===== config.mk =====
export PLATFORM = sky130hd
export DESIGN_NAME = uart_pkt_parser
export DESIGN_NICKNAME = d
export VERILOG_FILES = /design/src/rtl/uart_pkt_parser_pkg.sv /design/src/rtl/uart_pkt_buf.sv /design/src/rtl/uart_pkt_parser.sv
export SDC_FILE = /design/constraint.sdc
export NUM_CORES = 1
export LEC_CHECK = 0
export CAP_MARGIN = 25
export CORE_UTILIZATION = 55
export DETAILED_ROUTE_END_ITERATION = 8
export PLACE_DENSITY_LB_ADDON = 0.25
export SYNTH_ARGS = -nofsm -noshare
export SYNTH_HDL_FRONTEND = slang
export SYNTH_SLANG_ARGS = --single-unit

===== constraint.sdc =====
create_clock -name clk -period 3.1 [get_ports clk]
set_input_delay 0.93 -clock clk [delete_from_list [all_inputs] [get_ports clk]]
set_output_delay 0.93 -clock clk [all_outputs]
set_load 0.02 [all_outputs]

===== src/rtl/uart_pkt_parser_pkg.sv =====
// Shared types and constants for the UART packet parser: FSM states, error codes and
// default framing parameters.
package uart_pkt_parser_pkg;

  typedef enum logic [2:0] {
    ST_HUNT    = 3'd0,
    ST_LEN     = 3'd1,
    ST_PAYLOAD = 3'd2,
    ST_CHK     = 3'd3,
    ST_DRAIN   = 3'd4
  } state_t;

  localparam logic [1:0] ERR_NONE = 2'b00;
  localparam logic [1:0] ERR_LEN  = 2'b01;
  localparam logic [1:0] ERR_CHK  = 2'b10;
  localparam logic [1:0] ERR_TMO  = 2'b11;

  localparam logic [7:0]  DEFAULT_SOF     = 8'hA5;
  localparam int unsigned DEFAULT_MAX_LEN = 16;
  localparam int unsigned BYTE_W          = 8;

  // Counter/pointer width for a range of 'depth' values, never narrower than 1 bit.
  function automatic int unsigned ptr_width(input int unsigned depth);
    return (depth > 1) ? $clog2(depth) : 1;
  endfunction

endpackage


===== src/rtl/uart_pkt_buf.sv =====
// Payload buffer: DEPTH x 8 register array with one synchronous write port and one
// combinational read port. Out-of-range accesses are ignored / read as zero.
module uart_pkt_buf
  import uart_pkt_parser_pkg::*;
#(
  parameter int unsigned DEPTH = DEFAULT_MAX_LEN,
  parameter int unsigned AW    = ptr_width(DEFAULT_MAX_LEN)
) (
  input  logic              clk,
  input  logic              wr_en,
  input  logic [AW-1:0]     wr_addr,
  input  logic [BYTE_W-1:0] wr_data,
  input  logic [AW-1:0]     rd_addr,
  output logic [BYTE_W-1:0] rd_data_c
);

  logic [BYTE_W-1:0] mem [DEPTH];

  always_ff @(posedge clk) begin
    if (wr_en && (32'(wr_addr) < DEPTH)) begin
      mem[wr_addr] <= wr_data;
    end
  end

  always_comb begin
    rd_data_c = '0;
    if (32'(rd_addr) < DEPTH) begin
      rd_data_c = mem[rd_addr];
    end
  end

endmodule


===== src/rtl/uart_pkt_parser.sv =====
// Frame parser behind the UART receiver: finds SOF, validates LEN and checksum, buffers
// the payload and replays good frames on a valid/ready byte stream.
module uart_pkt_parser
  import uart_pkt_parser_pkg::*;
#(
  parameter int unsigned CLK_FREQ       = 50_000_000,
  parameter int unsigned BAUD_RATE      = 9600,
  parameter logic [7:0]  SOF            = DEFAULT_SOF,
  parameter int unsigned MAX_LEN        = DEFAULT_MAX_LEN,
  parameter int unsigned TIMEOUT_CYCLES = 30 * CLK_FREQ / BAUD_RATE
) (
  input  logic        clk,
  input  logic        reset,
  input  logic [7:0]  rx_data,
  input  logic        rx_valid,
  output logic [7:0]  pkt_data,
  output logic        pkt_valid,
  input  logic        pkt_ready,
  output logic        pkt_last,
  output logic [7:0]  pkt_len,
  output logic        frm_ok,
  output logic        frm_err,
  output logic [1:0]  err_code,
  output logic        overrun,
  output logic        busy
);

  localparam int unsigned PTR_W  = ptr_width(MAX_LEN);
  localparam int unsigned TCNT_W = ptr_width(TIMEOUT_CYCLES);
  localparam logic [TCNT_W-1:0] TCNT_LAST = TCNT_W'(TIMEOUT_CYCLES - 1);
  localparam logic [7:0]        MAX_LEN_B = 8'(MAX_LEN);

  state_t              state, state_nxt;
  logic                rx_valid_q;
  logic [7:0]          sum, sum_nxt;
  logic [PTR_W-1:0]    wr_ptr, wr_ptr_nxt;
  logic [PTR_W-1:0]    rd_ptr, rd_ptr_nxt;
  logic [TCNT_W-1:0]   tcnt, tcnt_nxt;
  logic [7:0]          pkt_data_nxt, pkt_len_nxt;
  logic                pkt_valid_nxt, pkt_last_nxt;
  logic                frm_ok_nxt, frm_err_nxt, overrun_nxt, busy_nxt;
  logic [1:0]          err_code_nxt;

  logic                stb_c, timed_c, tmo_c, xfer_c, wr_en_c;
  logic [PTR_W-1:0]    rd_addr_c;
  logic [7:0]          rd_data_c;

  // A byte is consumed only on the rising edge of the receiver's valid level.
  always_comb begin
    stb_c     = rx_valid & ~rx_valid_q;
    timed_c   = (state == ST_LEN) || (state == ST_PAYLOAD) || (state == ST_CHK);
    tmo_c     = timed_c & ~stb_c & (tcnt == TCNT_LAST);
    xfer_c    = pkt_valid & pkt_ready;
    wr_en_c   = (state == ST_PAYLOAD) & stb_c;
    rd_addr_c = xfer_c ? (rd_ptr + PTR_W'(1)) : rd_ptr;
  end

  uart_pkt_buf #(
    .DEPTH (MAX_LEN),
    .AW    (PTR_W)
  ) u_buf (
    .clk       (clk),
    .wr_en     (wr_en_c),
    .wr_addr   (wr_ptr),
    .wr_data   (rx_data),
    .rd_addr   (rd_addr_c),
    .rd_data_c (rd_data_c)
  );

  // Next-state and registered-output logic.
  always_comb begin
    state_nxt     = state;
    sum_nxt       = sum;
    wr_ptr_nxt    = wr_ptr;
    rd_ptr_nxt    = rd_ptr;
    tcnt_nxt      = '0;
    pkt_data_nxt  = pkt_data;
    pkt_len_nxt   = pkt_len;
    pkt_valid_nxt = pkt_valid;
    pkt_last_nxt  = pkt_last;
    frm_ok_nxt    = 1'b0;
    frm_err_nxt   = 1'b0;
    err_code_nxt  = err_code;
    overrun_nxt   = 1'b0;

    if (timed_c) begin
      tcnt_nxt = stb_c ? '0 : (tcnt + TCNT_W'(1));
    end

    case (state)
      ST_HUNT: begin
        if (stb_c && (rx_data == SOF)) begin
          state_nxt = ST_LEN;
        end
      end

      ST_LEN: begin
        if (stb_c) begin
          if ((rx_data != 8'd0) && (rx_data <= MAX_LEN_B)) begin
            pkt_len_nxt = rx_data;
            sum_nxt     = rx_data;
            wr_ptr_nxt  = '0;
            state_nxt   = ST_PAYLOAD;
          end else begin
            frm_err_nxt  = 1'b1;
            err_code_nxt = ERR_LEN;
            state_nxt    = ST_HUNT;
          end
        end else if (tmo_c) begin
          frm_err_nxt  = 1'b1;
          err_code_nxt = ERR_TMO;
          state_nxt    = ST_HUNT;
        end
      end

      ST_PAYLOAD: begin
        if (stb_c) begin
          sum_nxt    = 8'(sum + rx_data);
          wr_ptr_nxt = wr_ptr + PTR_W'(1);
          if (8'(wr_ptr) == (pkt_len - 8'd1)) begin
            state_nxt = ST_CHK;
          end
        end else if (tmo_c) begin
          frm_err_nxt  = 1'b1;
          err_code_nxt = ERR_TMO;
          state_nxt    = ST_HUNT;
        end
      end

      ST_CHK: begin
        if (stb_c) begin
          if (8'(sum + rx_data) == 8'h00) begin
            frm_ok_nxt    = 1'b1;
            pkt_valid_nxt = 1'b1;
            pkt_data_nxt  = rd_data_c;
            pkt_last_nxt  = (pkt_len == 8'd1);
            rd_ptr_nxt    = '0;
            state_nxt     = ST_DRAIN;
          end else begin
            frm_err_nxt  = 1'b1;
            err_code_nxt = ERR_CHK;
            state_nxt    = ST_HUNT;
          end
        end else if (tmo_c) begin
          frm_err_nxt  = 1'b1;
          err_code_nxt = ERR_TMO;
          state_nxt    = ST_HUNT;
        end
      end

      ST_DRAIN: begin
        overrun_nxt = stb_c;
        if (xfer_c) begin
          if (pkt_last) begin
            pkt_valid_nxt = 1'b0;
            pkt_last_nxt  = 1'b0;
            rd_ptr_nxt    = '0;
            state_nxt     = ST_HUNT;
          end else begin
            rd_ptr_nxt   = rd_addr_c;
            pkt_data_nxt = rd_data_c;
            pkt_last_nxt = ((8'(rd_ptr) + 8'd1) == (pkt_len - 8'd1));
          end
        end
      end

      default: begin
        state_nxt = ST_HUNT;
      end
    endcase

    busy_nxt = (state_nxt != ST_HUNT);
  end

  // rx_valid_q resets high so a valid level held across reset is not a new byte.
  always_ff @(posedge clk) begin
    if (reset) begin
      state      <= ST_HUNT;
      rx_valid_q <= 1'b1;
      sum        <= '0;
      wr_ptr     <= '0;
      rd_ptr     <= '0;
      tcnt       <= '0;
      pkt_data   <= '0;
      pkt_len    <= '0;
      pkt_valid  <= 1'b0;
      pkt_last   <= 1'b0;
      frm_ok     <= 1'b0;
      frm_err    <= 1'b0;
      err_code   <= ERR_NONE;
      overrun    <= 1'b0;
      busy       <= 1'b0;
    end else begin
      state      <= state_nxt;
      rx_valid_q <= rx_valid;
      sum        <= sum_nxt;
      wr_ptr     <= wr_ptr_nxt;
      rd_ptr     <= rd_ptr_nxt;
      tcnt       <= tcnt_nxt;
      pkt_data   <= pkt_data_nxt;
      pkt_len    <= pkt_len_nxt;
      pkt_valid  <= pkt_valid_nxt;
      pkt_last   <= pkt_last_nxt;
      frm_ok     <= frm_ok_nxt;
      frm_err    <= frm_err_nxt;
      err_code   <= err_code_nxt;
      overrun    <= overrun_nxt;
      busy       <= busy_nxt;
    end
  end

endmodule


==> impl_metrics.py <==
metrics = {
    "route": {
        "route.detailed.drc": 0,
        "drt_iter0_markers": 555,
        "wl_per_cell_um": 21.26,
        "first_pass_iters": 4,
        "drt-total-wl_um": 24220,
        "ant_nets": 0,
        "vias": 7101,
        "via_per_inst": 6.234,
    },
    "global_route": {
        "grt_usage_pct": 28.22,
        "antenna_found_initial": 0,
        "grt_max_degree": 37,
        "globalRouteOverflowTotal": 0,
        "grt_first_pass_wirelength_um": 37910,
        "grt_pass1_vias": 6976,
    },
    "die": {
        "start_util_pct": 56.88,
        "core_area_sq_um": 16700,
        "num_io_pins": 36,
        "fp.dieH_um": 133.4,
        "die_x_um": 133.4,
        "die_area_sq_um": 17800,
        "fp-row-count": 47,
    },
    "synth": {
        "syn-cell-area_sq_um": 9500,
        "async_flop_share_pct": 0,
        "synth_edf_count": 128,
        "ys_types": 69,
        "synthFlopType": "edfxtp_1",
        "netlist_instances": 806,
        "avgSynthCellArea_sq_um": 11.79,
        "yosysTopAreaCell": "edfxtp_1",
        "ys_ff_latch": 190,
        "yosys-top-cells-area": "edfxtp_1, dfxtp_1, mux2i_1",
        "synthesis.nets": 835,
        "yosysTopAreaCellShare_pct": 40.46,
        "ys_seq_area_share_pct": 53.52,
        "ys_warn_count": 0,
    },
    "timing": {
        "period_needed_ns": 3.048,
        "finalSetupViolCount": 0,
        "period_share_pct": 98.32,
        "worstMarginPinSlew_ns": 0.7225,
        "drv_slew": 0,
        "relSlewSlack_pct": 51.70,
        "finalHoldViolCount": 0,
        "totalNegativeSetupSlack_ns": 0,
        "fmax_mhz": 328.1,
        "fin_worst_skew_ns": 0.007768,
    },
    "power_and_ir_drop": {
        "power_uw": 5116,
        "switchingPower_uw": 1084,
        "vdd_drop_max_mv": 0.3626,
        "leakage_uw": 0.003847,
        "clock_power_share_pct": 44.1,
        "internal_power_uw": 4032,
        "comb_power_share_pct": 3.0,
        "switching_share_pct": 21.19,
        "power.density_nw_per_um2": 449.7,
        "sequentialPowerShare_pct": 52.8,
    },
    "worst_setup_path": {
        "cp.arrival_ns": 3.41,
        "path_buf_inv": 2,
        "path_cells": "clkdlybuf4s50_1 > ha_1 > a21o_1 > a22oi_1 > o41a_1 > and3_2 > o2111ai_4 > buf_2 > a211o_1 > a21oi_1",
        "cp-start-kind": "input pin",
        "cp_top_family": "compound AO/OA/AOI/OAI gates",
        "worstSetupPathType": "input pin to flop",
        "slowest_stage": "clkdlybuf4s50_1",
        "max_stage_delay_ns": 0.58,
        "cp-end-kind": "flop",
        "worstPathRequired_ns": 3.47,
        "crit_fanout": 5,
    },
    "cells_and_area": {
        "final_nets": 935,
        "antenna_cells": 0,
        "final_cell_mix": "edfxtp_1, mux2i_1, buf_4",
        "area_delta_synth_final_pct": 19.76,
        "drive_above_1_share_pct": 18.28,
        "final_common_cell": "edfxtp_1",
        "post-route-cell-area_sq_um": 11380,
        "fill_cells": 1252,
    },
    "clock_network": {
        "clk_pin_slew_ns": 0.07,
        "cts_buffer_depth": 2,
        "h-tree-depth": 4,
        "hold_buffers": 0,
        "cts_tree": "built",
        "cts_buffers": 17,
        "cts_root_buf": "clkbuf_16",
        "clk_latency_ns": 0.44,
        "cts_num_sinks": 190,
    },
    "place": {
        "gp_congestion": 0.8679,
        "port_buffers": 35,
        "dp_hpwl_um": 16070,
        "placed_cell_area_sq_um": 10620,
    },
    "run_status": {
        "status": "finished clean",
    },
    "job": {
        "cap_violations": 0,
    },
    "worst_hold_path": {
        "min_path_type": "flop to flop",
    },
}
synthesized netlist by cell type, drive strengths merged (9+ instances only):
cell	instances
dfxtp	62
buf	26
a21oi	34
a22oi	51
nor2	74
edfxtp	128
nand3	29
inv	17
nand2	42
nor4	9
mux2	18
mux2i	103
a211o	9
a21o	10
xor2	24
a211oi	10
xnor2	13
o22ai	9
nor3	9
clkbuf	20
ha	16
per-layer routing:
layer / part of all wire, % / track usage, % / wire length, um / vias up
li1: - / - / - / 3238
met1: 42 / 36.83 / 10250 / 3552
met2: 49 / 46.99 / 11910 / 266
met3: 6.1 / 4.452 / 1468 / 45
met4: 2.4 / 11.62 / 593 / 0
met5: 0 / 0 / 0 / -
layout make-up:
type	count	area (sq um)	share of cell area (%)
clock inverters	15	183.9	1.617
well taps	220	275.3	2.419
flip-flops and latches	190	5086	44.70
inverters	17	63.81	0.5609
clock buffers	17	425.4	3.739
multi-input cells	553	4217	37.06
repair buffers	127	1126	9.898
sequential cells by signal, summed over array words and instances (netlist names):
signal	flops
busy	1
err_code	2
frm_err	1
frm_ok	1
overrun	1
pkt_data	8
pkt_last	1
pkt_len	8
pkt_valid	1
rd_ptr	4
rx_valid_q	1
state	3
sum	8
tcnt	18
u_buf.mem	128
wr_ptr	4
logic make-up (layout without fill, tap and decap cells):
| logic type | Yosys count | in the layout | synth area share (%) |
|---|---|---|---|
| AND/OR/NAND/NOR | 216 | 216 | 11.25 |
| flip-flops | 190 | 190 | 53.52 |
| AO/OA/AOI/OAI | 159 | 159 | 12.26 |
| multiplexers | 124 | 124 | 13.74 |
| buffers and inverters | 63 | 176 | 3.503 |
| XOR/XNOR | 37 | 37 | 3.411 |
| adder cells (fa/ha/maj) | 17 | 17 | 2.318 |
tightest hold or removal path: cells and delay by family (launching register included):
family / cells / cell delay (ns)
flip-flops: 1 / 0.32
AND/OR/NAND/NOR: 1 / 0.06
AO/OA/AOI/OAI: 1 / 0.05
path summary, 6_finish.rpt:
path               start     endpoint  slack (ns)  cells after the start
min reg2reg  pkt_data[2]  pkt_data[2]        0.48                      2
max reg2reg       sum[0]  pkt_data[7]        0.35                     11
max           rx_data[6]  pkt_data[7]        0.05                     10
min          pkt_data[2]  pkt_data[2]        0.48                      2
power groups by stage:
stage / combinational [uW] / clock, uW / sequential (uW)
after detailed placement: 142 / 0 / 2760
after global placement: 138 / 0 / 2760
final: 154 / 2260 / 2700
after CTS: 145 / 2290 / 2700
after floorplan: 52.2 / 0 / 2760
after global routing: 163 / 2380 / 2700
metrics by stage:
| step | hold WS [ns] | instances | setup WS, ns | util, % |
|---|---|---|---|---|
| after floorplan | 0.4334 | 806 | 0.01099 | - |
| after global placement | 0.4481 | 1104 | -0.7680 | 63.59 |
| after detailed placement | 0.4724 | 1104 | -0.8700 | 63.59 |
| after CTS | 0.4812 | 1136 | 0.004023 | 67.49 |
| after global routing | 0.4960 | 1139 | -0.04683 | 68.12 |
| final | 0.4789 | 1139 | 0.05206 | 68.12 |
timing repair:
item / in CTS / in global routing
gates cloned: 0 / 1
endpoints found under the setup margin: 20 / 18
resized for setup: 13 / 19
buffers inserted: 0 / 2
pin swaps: 4 / 10
Power figures use the tool's default switching activity.
